File: config.mk
export PLATFORM = sky130hd
export DESIGN_NAME = conv_group_sched
export DESIGN_NICKNAME = d
export VERILOG_FILES = /design/src/rtl/conv_pkg.sv /design/src/rtl/sched_wdog.sv /design/src/rtl/conv_group_sched.sv
export SDC_FILE = /design/constraint.sdc
export NUM_CORES = 1
export LEC_CHECK = 0
export BUFFER_PORTS_ARGS = -buffer_cell sky130_fd_sc_hd__buf_2
export CORE_AREA = 2 2 82 68
export CTS_BUF_LIST = sky130_fd_sc_hd__clkbuf_4 sky130_fd_sc_hd__clkbuf_8
export DETAILED_ROUTE_END_ITERATION = 10
export DIE_AREA = 0 0 84 70
export PLACE_DENSITY = 0.87
export SLEW_MARGIN = 5
export SYNTH_ARGS = -nofsm -noshare
export SYNTH_HDL_FRONTEND = slang
export SYNTH_SLANG_ARGS = --single-unit
export TNS_END_PERCENT = 50
File: constraint.sdc
create_clock -name clk -period 3.8 [get_ports clk]
set_clock_uncertainty 0.05 [all_clocks]
set_input_delay 0.57 -clock clk [delete_from_list [all_inputs] [get_ports clk]]
set_output_delay 0.57 -clock clk [all_outputs]
set_load 0.05 [all_outputs]
File: src/rtl/conv_pkg.sv
// conv_pkg: shared types and default widths for the conv group scheduler.
//   sched_state_e    scheduler FSM state encoding
//   Def*             default parameter values for the scheduler and its watchdog
//   CiGroupsWidth    fixed width of the input-channel-group count / weight stride
package conv_pkg;

    localparam int unsigned DefWtAddrWidth   = 12;
    localparam int unsigned DefBiasGroupBits = 7;
    localparam int unsigned DefWdogWidth     = 24;
    localparam int unsigned CiGroupsWidth    = 10;

    typedef enum logic [2:0] {
        StIdle,
        StIssue,
        StRun,
        StNext,
        StFin
    } sched_state_e;

endpackage

File: src/rtl/sched_wdog.sv
// sched_wdog: per-group watchdog for conv_group_sched.
//   clk, rst   clock and synchronous active-low reset
//   clear      zero the counter (scheduler is issuing a new group)
//   count_en   count this cycle (scheduler is waiting on a group)
//   limit      cycle budget per group; 0 disables expiry
//   expired    combinational: the current counting cycle is the last one allowed
module sched_wdog
    import conv_pkg::*;
#(
    parameter int unsigned Width = DefWdogWidth
) (
    input  logic             clk,
    input  logic             rst,
    input  logic             clear,
    input  logic             count_en,
    input  logic [Width-1:0] limit,
    output logic             expired
);

    logic [Width-1:0] cnt_q;

    always_ff @(posedge clk) begin
        if (!rst) begin
            cnt_q <= '0;
        end else if (clear) begin
            cnt_q <= '0;
        end else if (count_en) begin
            cnt_q <= cnt_q + Width'(1);
        end
    end

    // Fires during the limit-th counting cycle, so the scheduler leaves RUN after exactly
    // limit cycles there.
    assign expired = count_en && (limit != '0) && (cnt_q == limit - Width'(1));

endmodule

File: src/rtl/conv_group_sched.sv
// conv_group_sched: steps a conv engine through the output-channel groups of a layer,
// replaying the input feature map via DMA for each group.
//   clk, rst             clock, synchronous active-low reset
//   cfg_*                layer configuration, latched on an accepted start
//   start, abort         layer start pulse / cancel
//   busy, done, aborted  status: layer active, completion pulse, cancel/watchdog pulse
//   cur_group            group currently being processed
//   conv_go, conv_*      start pulse and per-group configuration to the conv engine
//   conv_busy, conv_done conv engine status
//   dma_start/ready/done feature-map replay request handshake and completion
// Build option: define CONV_GROUP_SCHED_WDOG_EN to add a per-group watchdog that aborts the
// layer when a group spends cfg_wdog_limit cycles in RUN.
module conv_group_sched
    import conv_pkg::*;
#(
    parameter int unsigned WT_ADDR_WIDTH   = DefWtAddrWidth,
    parameter int unsigned BIAS_GROUP_BITS = DefBiasGroupBits,
    parameter int unsigned WDOG_WIDTH      = DefWdogWidth
) (
    input  logic                       clk,
    input  logic                       rst,
    input  logic [BIAS_GROUP_BITS:0]   cfg_co_groups,
    input  logic [CiGroupsWidth-1:0]   cfg_ci_groups,
    input  logic [WT_ADDR_WIDTH-1:0]   cfg_wt_base_addr,
    input  logic [WDOG_WIDTH-1:0]      cfg_wdog_limit,
    input  logic                       start,
    input  logic                       abort,
    output logic                       busy,
    output logic                       done,
    output logic                       aborted,
    output logic [BIAS_GROUP_BITS-1:0] cur_group,
    output logic                       conv_go,
    output logic [BIAS_GROUP_BITS-1:0] conv_output_group,
    output logic [WT_ADDR_WIDTH-1:0]   conv_wt_base_addr,
    input  logic                       conv_busy,
    input  logic                       conv_done,
    output logic                       dma_start,
    input  logic                       dma_ready,
    input  logic                       dma_done
);

    sched_state_e               state_q;
    logic [BIAS_GROUP_BITS:0]   co_q;
    logic [CiGroupsWidth-1:0]   ci_q;
    logic [BIAS_GROUP_BITS-1:0] group_q;
    logic [WT_ADDR_WIDTH-1:0]   wt_base_q;
    logic                       conv_flag_q, dma_flag_q;
    logic                       busy_q, done_q, aborted_q, conv_go_q, dma_start_q;

    logic [BIAS_GROUP_BITS:0]   last_group;
    logic                       is_last;
    logic [WT_ADDR_WIDTH-1:0]   wt_stride;
    logic                       wdog_expired;
    logic                       kill;

    assign last_group = co_q - (BIAS_GROUP_BITS + 1)'(1);
    assign is_last    = ({1'b0, group_q} == last_group);
    assign wt_stride  = WT_ADDR_WIDTH'(ci_q);

`ifdef CONV_GROUP_SCHED_WDOG_EN
    logic [WDOG_WIDTH-1:0] wdog_limit_q;
    logic                  wdog_clear, wdog_count;

    assign wdog_clear = (state_q == StIssue);
    assign wdog_count = (state_q == StRun);

    sched_wdog #(
        .Width (WDOG_WIDTH)
    ) u_wdog (
        .clk      (clk),
        .rst      (rst),
        .clear    (wdog_clear),
        .count_en (wdog_count),
        .limit    (wdog_limit_q),
        .expired  (wdog_expired)
    );
`else
    logic unused_wdog_limit;
    assign unused_wdog_limit = ^cfg_wdog_limit;
    assign wdog_expired      = 1'b0;
`endif

    assign kill = abort || wdog_expired;

    always_ff @(posedge clk) begin
        if (!rst) begin
            state_q     <= StIdle;
            co_q        <= '0;
            ci_q        <= '0;
            group_q     <= '0;
            wt_base_q   <= '0;
            conv_flag_q <= 1'b0;
            dma_flag_q  <= 1'b0;
            busy_q      <= 1'b0;
            done_q      <= 1'b0;
            aborted_q   <= 1'b0;
            conv_go_q   <= 1'b0;
            dma_start_q <= 1'b0;
`ifdef CONV_GROUP_SCHED_WDOG_EN
            wdog_limit_q <= '0;
`endif
        end else begin
            // Pulses default low; the request drops the cycle after it is accepted.
            conv_go_q <= 1'b0;
            done_q    <= 1'b0;
            aborted_q <= 1'b0;
            if (dma_start_q && dma_ready) begin
                dma_start_q <= 1'b0;
            end

            if (state_q != StIdle && kill) begin
                // Cancel wins over any completion or start seen this cycle.
                state_q     <= StIdle;
                busy_q      <= 1'b0;
                aborted_q   <= 1'b1;
                dma_start_q <= 1'b0;
                conv_flag_q <= 1'b0;
                dma_flag_q  <= 1'b0;
            end else begin
                unique case (state_q)
                    StIdle: begin
                        if (start && !abort) begin
                            co_q        <= cfg_co_groups;
                            ci_q        <= cfg_ci_groups;
                            group_q     <= '0;
                            wt_base_q   <= cfg_wt_base_addr;
                            conv_flag_q <= 1'b0;
                            dma_flag_q  <= 1'b0;
                            busy_q      <= 1'b1;
`ifdef CONV_GROUP_SCHED_WDOG_EN
                            wdog_limit_q <= cfg_wdog_limit;
`endif
                            state_q     <= (cfg_co_groups == '0) ? StFin : StIssue;
                        end
                    end
                    StIssue: begin
                        if (!conv_busy) begin
                            conv_go_q   <= 1'b1;
                            dma_start_q <= 1'b1;
                            state_q     <= StRun;
                        end
                    end
                    StRun: begin
                        if (conv_done) conv_flag_q <= 1'b1;
                        if (dma_done)  dma_flag_q  <= 1'b1;
                        // dma_start is low in RUN only once the request was accepted.
                        if (conv_flag_q && dma_flag_q && !dma_start_q) begin
                            state_q <= StNext;
                        end
                    end
                    StNext: begin
                        if (is_last) begin
                            state_q <= StFin;
                        end else begin
                            group_q     <= group_q + BIAS_GROUP_BITS'(1);
                            wt_base_q   <= wt_base_q + wt_stride;
                            conv_flag_q <= 1'b0;
                            dma_flag_q  <= 1'b0;
                            state_q     <= StIssue;
                        end
                    end
                    StFin: begin
                        done_q  <= 1'b1;
                        busy_q  <= 1'b0;
                        state_q <= StIdle;
                    end
                    default: begin
                        state_q <= StIdle;
                        busy_q  <= 1'b0;
                    end
                endcase
            end
        end
    end

    assign busy              = busy_q;
    assign done              = done_q;
    assign aborted           = aborted_q;
    assign cur_group         = group_q;
    assign conv_go           = conv_go_q;
    assign conv_output_group = group_q;
    assign conv_wt_base_addr = wt_base_q;
    assign dma_start         = dma_start_q;

endmodule

==> impl_metrics.tcl, run 1 <==
set metrics [dict create \
    arrival_ps 3180 \
    holdCritPathClass "reg -> reg" \
    dp.cells 452 \
    nFillCells 455 \
    clock.fmax_mhz 333 \
    grt_max_degree 38 \
    critPathKind "reg -> reg" \
    hold_viol 0 \
    grt_usage_pct 22.0 \
    outcome "completed" \
    synth_area_leaders "dfxtp_1, nand2_1, a21boi_0" \
    clockRootBuffer "clkbuf_8" \
    synth_edf_count 0 \
    synth_top_cell_by_area "dfxtp_1" \
    grt_pass1_vias 2413 \
    grt_pass1_wl_um 10700 \
    cts.sinks 47 \
    die_w_um 84 \
    cts_setup_buffers 0 \
    cp.required_ps 3980 \
    ys_warn_count 0 \
    avgSynthCellArea_um2 8.23 \
    route.detailed.drc 0 \
    power_uw 1170 \
    dp_hpwl_um 4690 \
    placedInstanceArea_um2 3110 \
    num_vias 2647 \
    die_area_um2 5880 \
    cts_resized 0 \
    nNetsFinal 469 \
    clk_path_buf_depth 2 \
    ys_ff_latch 47 \
    setup_violations 0 \
    fin_crit_ps 3000 \
    cts-buffers-inserted 5 \
    viasPerCell 5.75 \
    io_pins 93 \
    drive_gt1_share_pct 22.5 \
    wl_per_cell_um 14.0 \
    synth_top_flop_cell "dfxtp_1" \
    hold_buffers 0 \
    clkSlewWorstSetupHoldPaths_ps 80 \
    maxSlewViolCount 0 \
    antenna_cells 0 \
    grt_antenna_before_repair 0 \
    ant_nets 0 \
    yosysTopAreaCellShare_pct 33.4 \
    worstSkewPairLatency_ps 300 \
    yosysSeqAreaShare_pct 33.4 \
    slew-limit-headroom_pct 61.1 \
    regArea_um2 941 \
    p_leak_uw 0.00153 \
    gp_congestion 0.885 \
    synthCells 342 \
    finalInstanceArea_um2 3210 \
    grt_overflow_total 0 \
    rsz0062_at_grt "false" \
    layoutNonFillerInstCount 460 \
    synthArstFlopShare_pct 0 \
    wl_um 6430 \
    coreArea_um2 5190 \
    first_pass_iters 4 \
    fin_crit_sh_pct 79.0 \
    critPathLaunchType "register" \
    final_cell_mix "buf_2, nand2_1, dfxtp_1, nor2_1, a21boi_0" \
    irDropWorstVdd_v 0.000219 \
    max_cap_viol_count 0 \
    h-tree-depth 2 \
    multi_input_area_um2 1700 \
    synth_nets 417 \
    synthesis.area_um2 2810 \
    cp_max_fo 33 \
    p_per_area_nw_per_um2 366 \
    fp.dieH_um 70 \
    end_kind "register" \
    first_iter_violations 172 \
    final_common_cell "buf_2" \
    area_growth_pct 14.0 \
    worstMarginPinSlew_ps 584 \
    rows 24 \
    start_util_pct 54.2 \
    synth_cell_types 57 \
    tns_ps 0 \
    cts_tree "done" \
    io_buffer_count 68 \
]
routing by layer:
metal / wire (um) / track usage [%] / vias to the layer above
li1: - / - / 1318
met1: 2970 / 29.3 / 1238
met2: 3040 / 35.6 / 83
met3: 350 / 4.02 / 8
met4: 65 / 8.78 / 0
met5: 0 / 0 / -
kinds of logic after synthesis:
family,synth area share (%)
XOR/XNOR,4.98
adder cells (fa/ha/maj),6.05
multiplexers,2.53
AND/OR/NAND/NOR,22.2
AO/OA/AOI/OAI,24.5
flip-flops,33.4
buffers and inverters,6.31
synthesized netlist by cell type (8+ instances only):
master,instances
a21oi_1,12
o21ai_0,9
inv_1,9
xnor2_1,9
o211a_1,8
a21boi_0,20
nand2_1,63
buf_4,8
dfxtp_1,47
nor2_1,23
ha_1,12
clkbuf_1,14
worst max-delay path: stages, from the launching register on:
cell,delay (ps)
dfxtp_1,370
inv_1,80
ha_1,260
nor3b_2,310
mux2_2,370
a311oi_1,320
a221oi_2,160
o31ai_4,230
buf_4,360
and3_1,230
mux2i_1,180
metrics by stage:
stage / hold slack, ps / worst slack, ps / util, %
floorplan: 397 / 1170 / -
finish: 431 / 798 / 61.7
detailed placement: 419 / 837 / 59.9
global route: 450 / 502 / 61.7
CTS: 431 / 811 / 61.7
global placement: 411 / 953 / 59.9
flip-flops by register name (all words and copies together), names as in the netlist:
signal,flops
conv_wt_base_addr,12
ci_q,10
co_q,8
conv_output_group,7
state_q,3
aborted,1
busy,1
conv_flag_q,1
conv_go,1
dma_flag_q,1
dma_start,1
done,1
power breakdown:
group,internal [uW],leakage [uW],switching [uW]
Sequential,525,0.000383,35.9
Combinational,112,0.00110,186
Clock,140,0.0000452,175
Total,776,0.00153,397
final cells by class:
type	instances	share of cell area, %
timing repair buffer	71	11.3
tap	65	2.54
multi-input combinational	260	52.9
clock inverter	2	0.507
sequential	47	29.3
inverter	9	1.05
clock buffer	6	2.38
path summary, 6_finish.rpt:
| check | start | to | slack [ps] | cells after the start |
|---|---|---|---|---|
| worst min register to register | ci_q[7] | ci_q[7] | 430 | 2 |
| worst max register to register | co_q[0] | conv_output_group[4] | 800 | 10 |
| worst max-delay path | co_q[0] | conv_output_group[4] | 800 | 10 |
| worst min-delay path | ci_q[7] | ci_q[7] | 430 | 2 |
No activity file was read; power rests on OpenSTA's default activity.
==> run 2: changes to the inputs <==
--- a/config.mk
+++ b/config.mk
@@ -6,11 +6,11 @@
 export NUM_CORES = 1
 export LEC_CHECK = 0
 export BUFFER_PORTS_ARGS = -buffer_cell sky130_fd_sc_hd__buf_2
-export CORE_AREA = 2 2 82 68
+export CORE_AREA = 2 2 85 71
 export CTS_BUF_LIST = sky130_fd_sc_hd__clkbuf_4 sky130_fd_sc_hd__clkbuf_8
 export DETAILED_ROUTE_END_ITERATION = 10
-export DIE_AREA = 0 0 84 70
-export PLACE_DENSITY = 0.87
+export DIE_AREA = 0 0 87 73
+export PLACE_DENSITY = 0.81
 export SLEW_MARGIN = 5
 export SYNTH_ARGS = -nofsm -noshare
 export SYNTH_HDL_FRONTEND = slang
==> constraint.sdc (replaced) <==
create_clock -name clk -period 3 [get_ports clk]
set_clock_uncertainty 0.05 [all_clocks]
set_input_delay 0.45 -clock clk [delete_from_list [all_inputs] [get_ports clk]]
set_output_delay 0.45 -clock clk [all_outputs]
set_load 0.05 [all_outputs]
==> run 2 against run 1 <==
Compared with the run above:
- flip-flop and latch count did not move
- critical endpoint unchanged
- combinational power rose by 29%
- final cell count rose by 0.43%
- critical path type unchanged
- global-route usage fell by 1.8 points
- highest routed layer unchanged
- wire length fell by 0.81%
- total power rose by 33%
- worst setup slack got worse by 650 ps
==> impl_metrics.tcl, run 2 (synthesis results as in run 1) <==
set metrics [dict create \
    outcome "completed" \
    wl_per_cell_um 13.8 \
    hold_end "ci_q[1]" \
    ant_nets 0 \
    hold_buffers 0 \
    critPathKind "reg -> reg" \
    die_w_um 87 \
    setup_violations 0 \
    fp.dieH_um 73 \
    hold_viol 0 \
    grt_pass1_wl_um 10400 \
    grt_overflow_total 0 \
    antenna_cells 0 \
    clk_path_buf_depth 2 \
    holdCritPathClass "in -> reg" \
    p_leak_uw 0.00155 \
    cts.sinks 47 \
    start_util_pct 50.3 \
    maxSlewViolCount 0 \
    worstSkewPairLatency_ps 310 \
    cts_tree "done" \
    die_area_um2 6350 \
    clockRootBuffer "clkbuf_8" \
    layoutNonFillerInstCount 462 \
    min_path_cells 3 \
    hold_start "cfg_ci_groups[1]" \
    grt_pass1_vias 2416 \
    h-tree-depth 2 \
    r2r_cells 10 \
    cts-buffers-inserted 5 \
    worst_r2r_startpoint "co_q[0]" \
    final_cell_mix "buf_2, nand2_1, dfxtp_1, nor2_1, a21boi_0" \
    drive_gt1_share_pct 22.8 \
    irDropWorstVdd_v 0.000236 \
    rsz0062_at_grt "false" \
    end_kind "register" \
    critPathLaunchType "register" \
    rows 25 \
    coreArea_um2 5600 \
    viasPerCell 5.64 \
    ff2ff_setup_slack_ps 150 \
    wl_um 6380 \
    dp_hpwl_um 4680 \
    first_iter_violations 139 \
    io_buffer_count 68 \
    arrival_ps 3030 \
    worstMarginPinSlew_ps 694 \
    route.detailed.drc 0 \
    fin_crit_ps 2850 \
    final_common_cell "buf_2" \
    grt_max_degree 34 \
    cp.required_ps 3180 \
    largest_reg_flops 12 \
    first_pass_iters 5 \
    nNetsFinal 470 \
    clock.fmax_mhz 351 \
    area_growth_pct 15.6 \
    grt_antenna_before_repair 0 \
    max_cap_viol_count 0 \
    fin_crit_sh_pct 94.9 \
    num_vias 2605 \
    slew-limit-headroom_pct 53.5 \
    clkSlewWorstSetupHoldPaths_ps 90 \
    grt_usage_pct 20.3 \
    gp_congestion 0.854 \
    dp.cells 455 \
    r2r_end "conv_output_group[4]" \
    p_per_area_nw_per_um2 479 \
    cp_max_fo 33 \
    io_pins 93 \
    tns_ps 0 \
]
run 2: changes by cell type in the layout (fill, tap and decap cells not counted):
cell	before	now
buf_12	0	1
clkinvlp_4	1	0
inv_6	1	0
bufinv_16	0	1
ha_1	12	11
ha_2	0	1
nor3b_2	1	0
nor3b_4	0	1
run 2: report_power, final:
part           switching, uW  leakage (uW)  internal [uW]
sequential              45.0      0.000383            665
clock                    209     0.0000547            254
combinational            237       0.00111            148
total                    490       0.00155           1070
run 2: worst max-delay path: stages, from the launching register on:
cell and delay, ps:
dfxtp_1 370, inv_1 90, ha_2 250, nor3b_4 270, mux2_2 360, a311oi_1 330, a221oi_2 170, o31ai_4 290
buf_12 230, and3_1 190, mux2i_1 180
run 2: per-layer routing:
layer	global-route usage (%)	part of all wire, %	vias up
li1	-	-	1315
met5	0	0	-
met4	4.51	0.13	0
met1	26.3	45	1205
met2	34.6	47	83
met3	4.41	6.9	2
run 2: how the worst max path moves through the flow:
stage / startpoint / end / slack [ps]
finish: co_q[0] / conv_output_group[4] / 150
global route: co_q[0] / conv_output_group[4] / 9
CTS: co_q[0] / conv_output_group[4] / 60
detailed placement: co_q[0] / conv_output_group[4] / 80
global placement: co_q[0] / conv_output_group[4] / 260
floorplan: conv_output_group[6] / conv_output_group[3] / 370
run 2: cell type report:
cell class / count / area, um^2
Clock inverter: 1 / 30.0
Timing Repair Buffer: 72 / 383
Inverter: 9 / 33.8
Clock buffer: 6 / 76.3
Tap cell: 67 / 83.8
Fill cell: 500 / 2350
Multi-Input combinational cell: 260 / 1700
Sequential cell: 47 / 941
run 2: metrics by stage:
| step | instance area [um^2] | setup slack, ps | total power (uW) | utilization [%] | hold slack [ps] |
|---|---|---|---|---|---|
| after global placement | 3140 | 264 | 1090 | 56.0 | 410 |
| after detailed placement | 3140 | 80.8 | 1100 | 56.0 | 426 |
| final | 3250 | 153 | 1560 | 58.1 | 333 |
| after floorplan | 2810 | 373 | 1010 | - | 397 |
| after global routing | 3250 | 8.72 | 1640 | 58.1 | 347 |
| after CTS | 3240 | 61.8 | 1570 | 57.9 | 331 |
run 2: repair_timing:
action / CTS / global route
setup buffers: 0 / 0
resized for setup: 0 / 2
endpoints found under the setup margin: 0 / 9
==> run 3: changes to the inputs <==
--- a/config.mk
+++ b/config.mk
@@ -6,11 +6,10 @@
 export NUM_CORES = 1
 export LEC_CHECK = 0
 export BUFFER_PORTS_ARGS = -buffer_cell sky130_fd_sc_hd__buf_2
-export CORE_AREA = 2 2 85 71
+export CORE_AREA = 2 2 104 86
 export CTS_BUF_LIST = sky130_fd_sc_hd__clkbuf_4 sky130_fd_sc_hd__clkbuf_8
 export DETAILED_ROUTE_END_ITERATION = 10
-export DIE_AREA = 0 0 87 73
-export PLACE_DENSITY = 0.81
+export DIE_AREA = 0 0 106 88
 export SLEW_MARGIN = 5
 export SYNTH_ARGS = -nofsm -noshare
 export SYNTH_HDL_FRONTEND = slang
==> run 3 against run 2 <==
Compared with the run above:
- sequential share of layout area down 0.37 points
- non-clock buffer count increased by 1
- final cell count up 10%
- worst setup slack improved by 70 ps
- first-iteration DRC count decreased by 39%
==> impl_metrics.tcl, run 3 (synthesis results as in run 1) <==
set metrics [dict create \
    final.setup.worst_slack_ps 223 \
    first_iter_violations 85 \
    largest_reg_flops 12 \
    p_leak_uw 0.00154 \
    wl_um 6700 \
    fin_crit_ps 2780 \
    cts-buffers-inserted 5 \
    p_int_uw 979 \
    rows 30 \
    worstSkewPairLatency_ps 300 \
    viasPerCell 5.01 \
    nFillCells 845 \
    die_area_um2 9330 \
    h-tree-depth 2 \
    ant_nets 0 \
    irDropWorstVdd_v 0.000238 \
    first_pass_iters 4 \
    start_util_pct 33.9 \
    gp_congestion 0.810 \
    cts_setup_buffers 0 \
    grt_antenna_before_repair 1 \
    setup_violations 0 \
    cts_resized 0 \
    power_frac_clock_pct 26.8 \
    critPathKind "reg -> reg" \
    clkSlewWorstSetupHoldPaths_ps 100 \
    max_cap_viol_count 0 \
    finalInstanceArea_um2 3290 \
    grt_max_degree 34 \
    final_cell_mix "buf_2, nand2_1, dfxtp_1, nor2_1, a21boi_0" \
    fin_crit_sh_pct 92.6 \
    layoutNonFillerInstCount 509 \
    hold_viol 0 \
    die_w_um 106 \
    io_pins 93 \
    clock.fmax_mhz 360 \
    dp.cells 501 \
    maxSlewViolCount 0 \
    cp_max_fo 33 \
    drive_gt1_share_pct 22.9 \
    coreArea_um2 8300 \
    fp.dieH_um 88 \
    power_frac_seq_pct 47.6 \
    outcome "completed" \
    slew-limit-headroom_pct 61.7 \
    nNetsFinal 471 \
    end_kind "register" \
    cp.required_ps 3180 \
    arrival_ps 2960 \
    fin_util_pct 39.7 \
    wl_per_cell_um 13.2 \
    grt_usage_pct 14.8 \
    rsz0062_at_grt "false" \
    hold_buffers 0 \
    route.detailed.drc 0 \
    holdCritPathClass "in -> reg" \
    cts.sinks 47 \
    num_vias 2552 \
    cts_tree "done" \
    grt_pass1_wl_um 11100 \
    placedInstanceArea_um2 3200 \
    p_per_area_nw_per_um2 453 \
    final_common_cell "buf_2" \
    p_sw_share_pct 34.4 \
    antenna_cells 0 \
    dp_worst_setup_slack_ps 305 \
    dp_hpwl_um 4990 \
    grt_pass1_vias 2390 \
    clk_path_buf_depth 2 \
    critPathLaunchType "register" \
    clockRootBuffer "clkbuf_8" \
    area_growth_pct 17.1 \
    worstMarginPinSlew_ps 573 \
    tns_ps 0 \
    p_switching_uw 513 \
    p_comb_share_pct 25.6 \
    io_buffer_count 68 \
    grt_overflow_total 0 \
]
==> run 3: layout make-up <==
class	count	area, um^2	area share [%]
Tap cell	112	140	4.25
Sequential cell	47	941	28.6
Timing Repair Buffer	73	390	11.8
Inverter	9	33.8	1.03
Multi-Input combinational cell	260	1700	51.5
Clock buffer	5	68.8	2.09
Clock inverter	3	25.0	0.760
==> run 3: worst paths after layout <==
| check | slack, ps | to | cells after the start | start |
|---|---|---|---|---|
| worst max-delay path | 220 | conv_output_group[4] | 10 | co_q[0] |
| worst min-delay path | 350 | ci_q[9] | 3 | cfg_ci_groups[9] |
| worst max register to register | 220 | conv_output_group[4] | 10 | co_q[0] |
| worst min register to register | 430 | ci_q[6] | 2 | ci_q[6] |
==> run 3: worst max-delay path, stage by stage, from the launching register on <==
cell and delay, ps:
dfxtp_1 380, inv_1 80, ha_1 160, nor3b_2 250, mux2_2 370, a311oi_1 350
a221oi_2 180, o31ai_4 280, buf_12 220, and3_1 190, mux2i_1 170
==> run 3: power by group through the flow <==
| stage | Sequential, uW | Combinational (uW) | Clock (uW) |
|---|---|---|---|
| finish | 710 | 382 | 399 |
| global route | 718 | 422 | 445 |
| CTS | 710 | 385 | 413 |
| detailed placement | 725 | 383 | 0 |
| global placement | 724 | 377 | 0 |
| floorplan | 777 | 231 | 0 |
==> run 3: per-stage QoR <==
step | hold slack [ps] | total power (uW)
final | 346 | 1490
after global routing | 344 | 1580
after CTS | 335 | 1510
after detailed placement | 417 | 1110
after global placement | 410 | 1100
after floorplan | 397 | 1010
==> run 3: layer usage <==
metal	share of wire, %	GRT usage (%)	wire [um]
met2	44	23.6	2920
met5	0.10	0	7
met1	50	20.6	3360
met4	0.36	2.87	24
met3	5.8	3.50	391
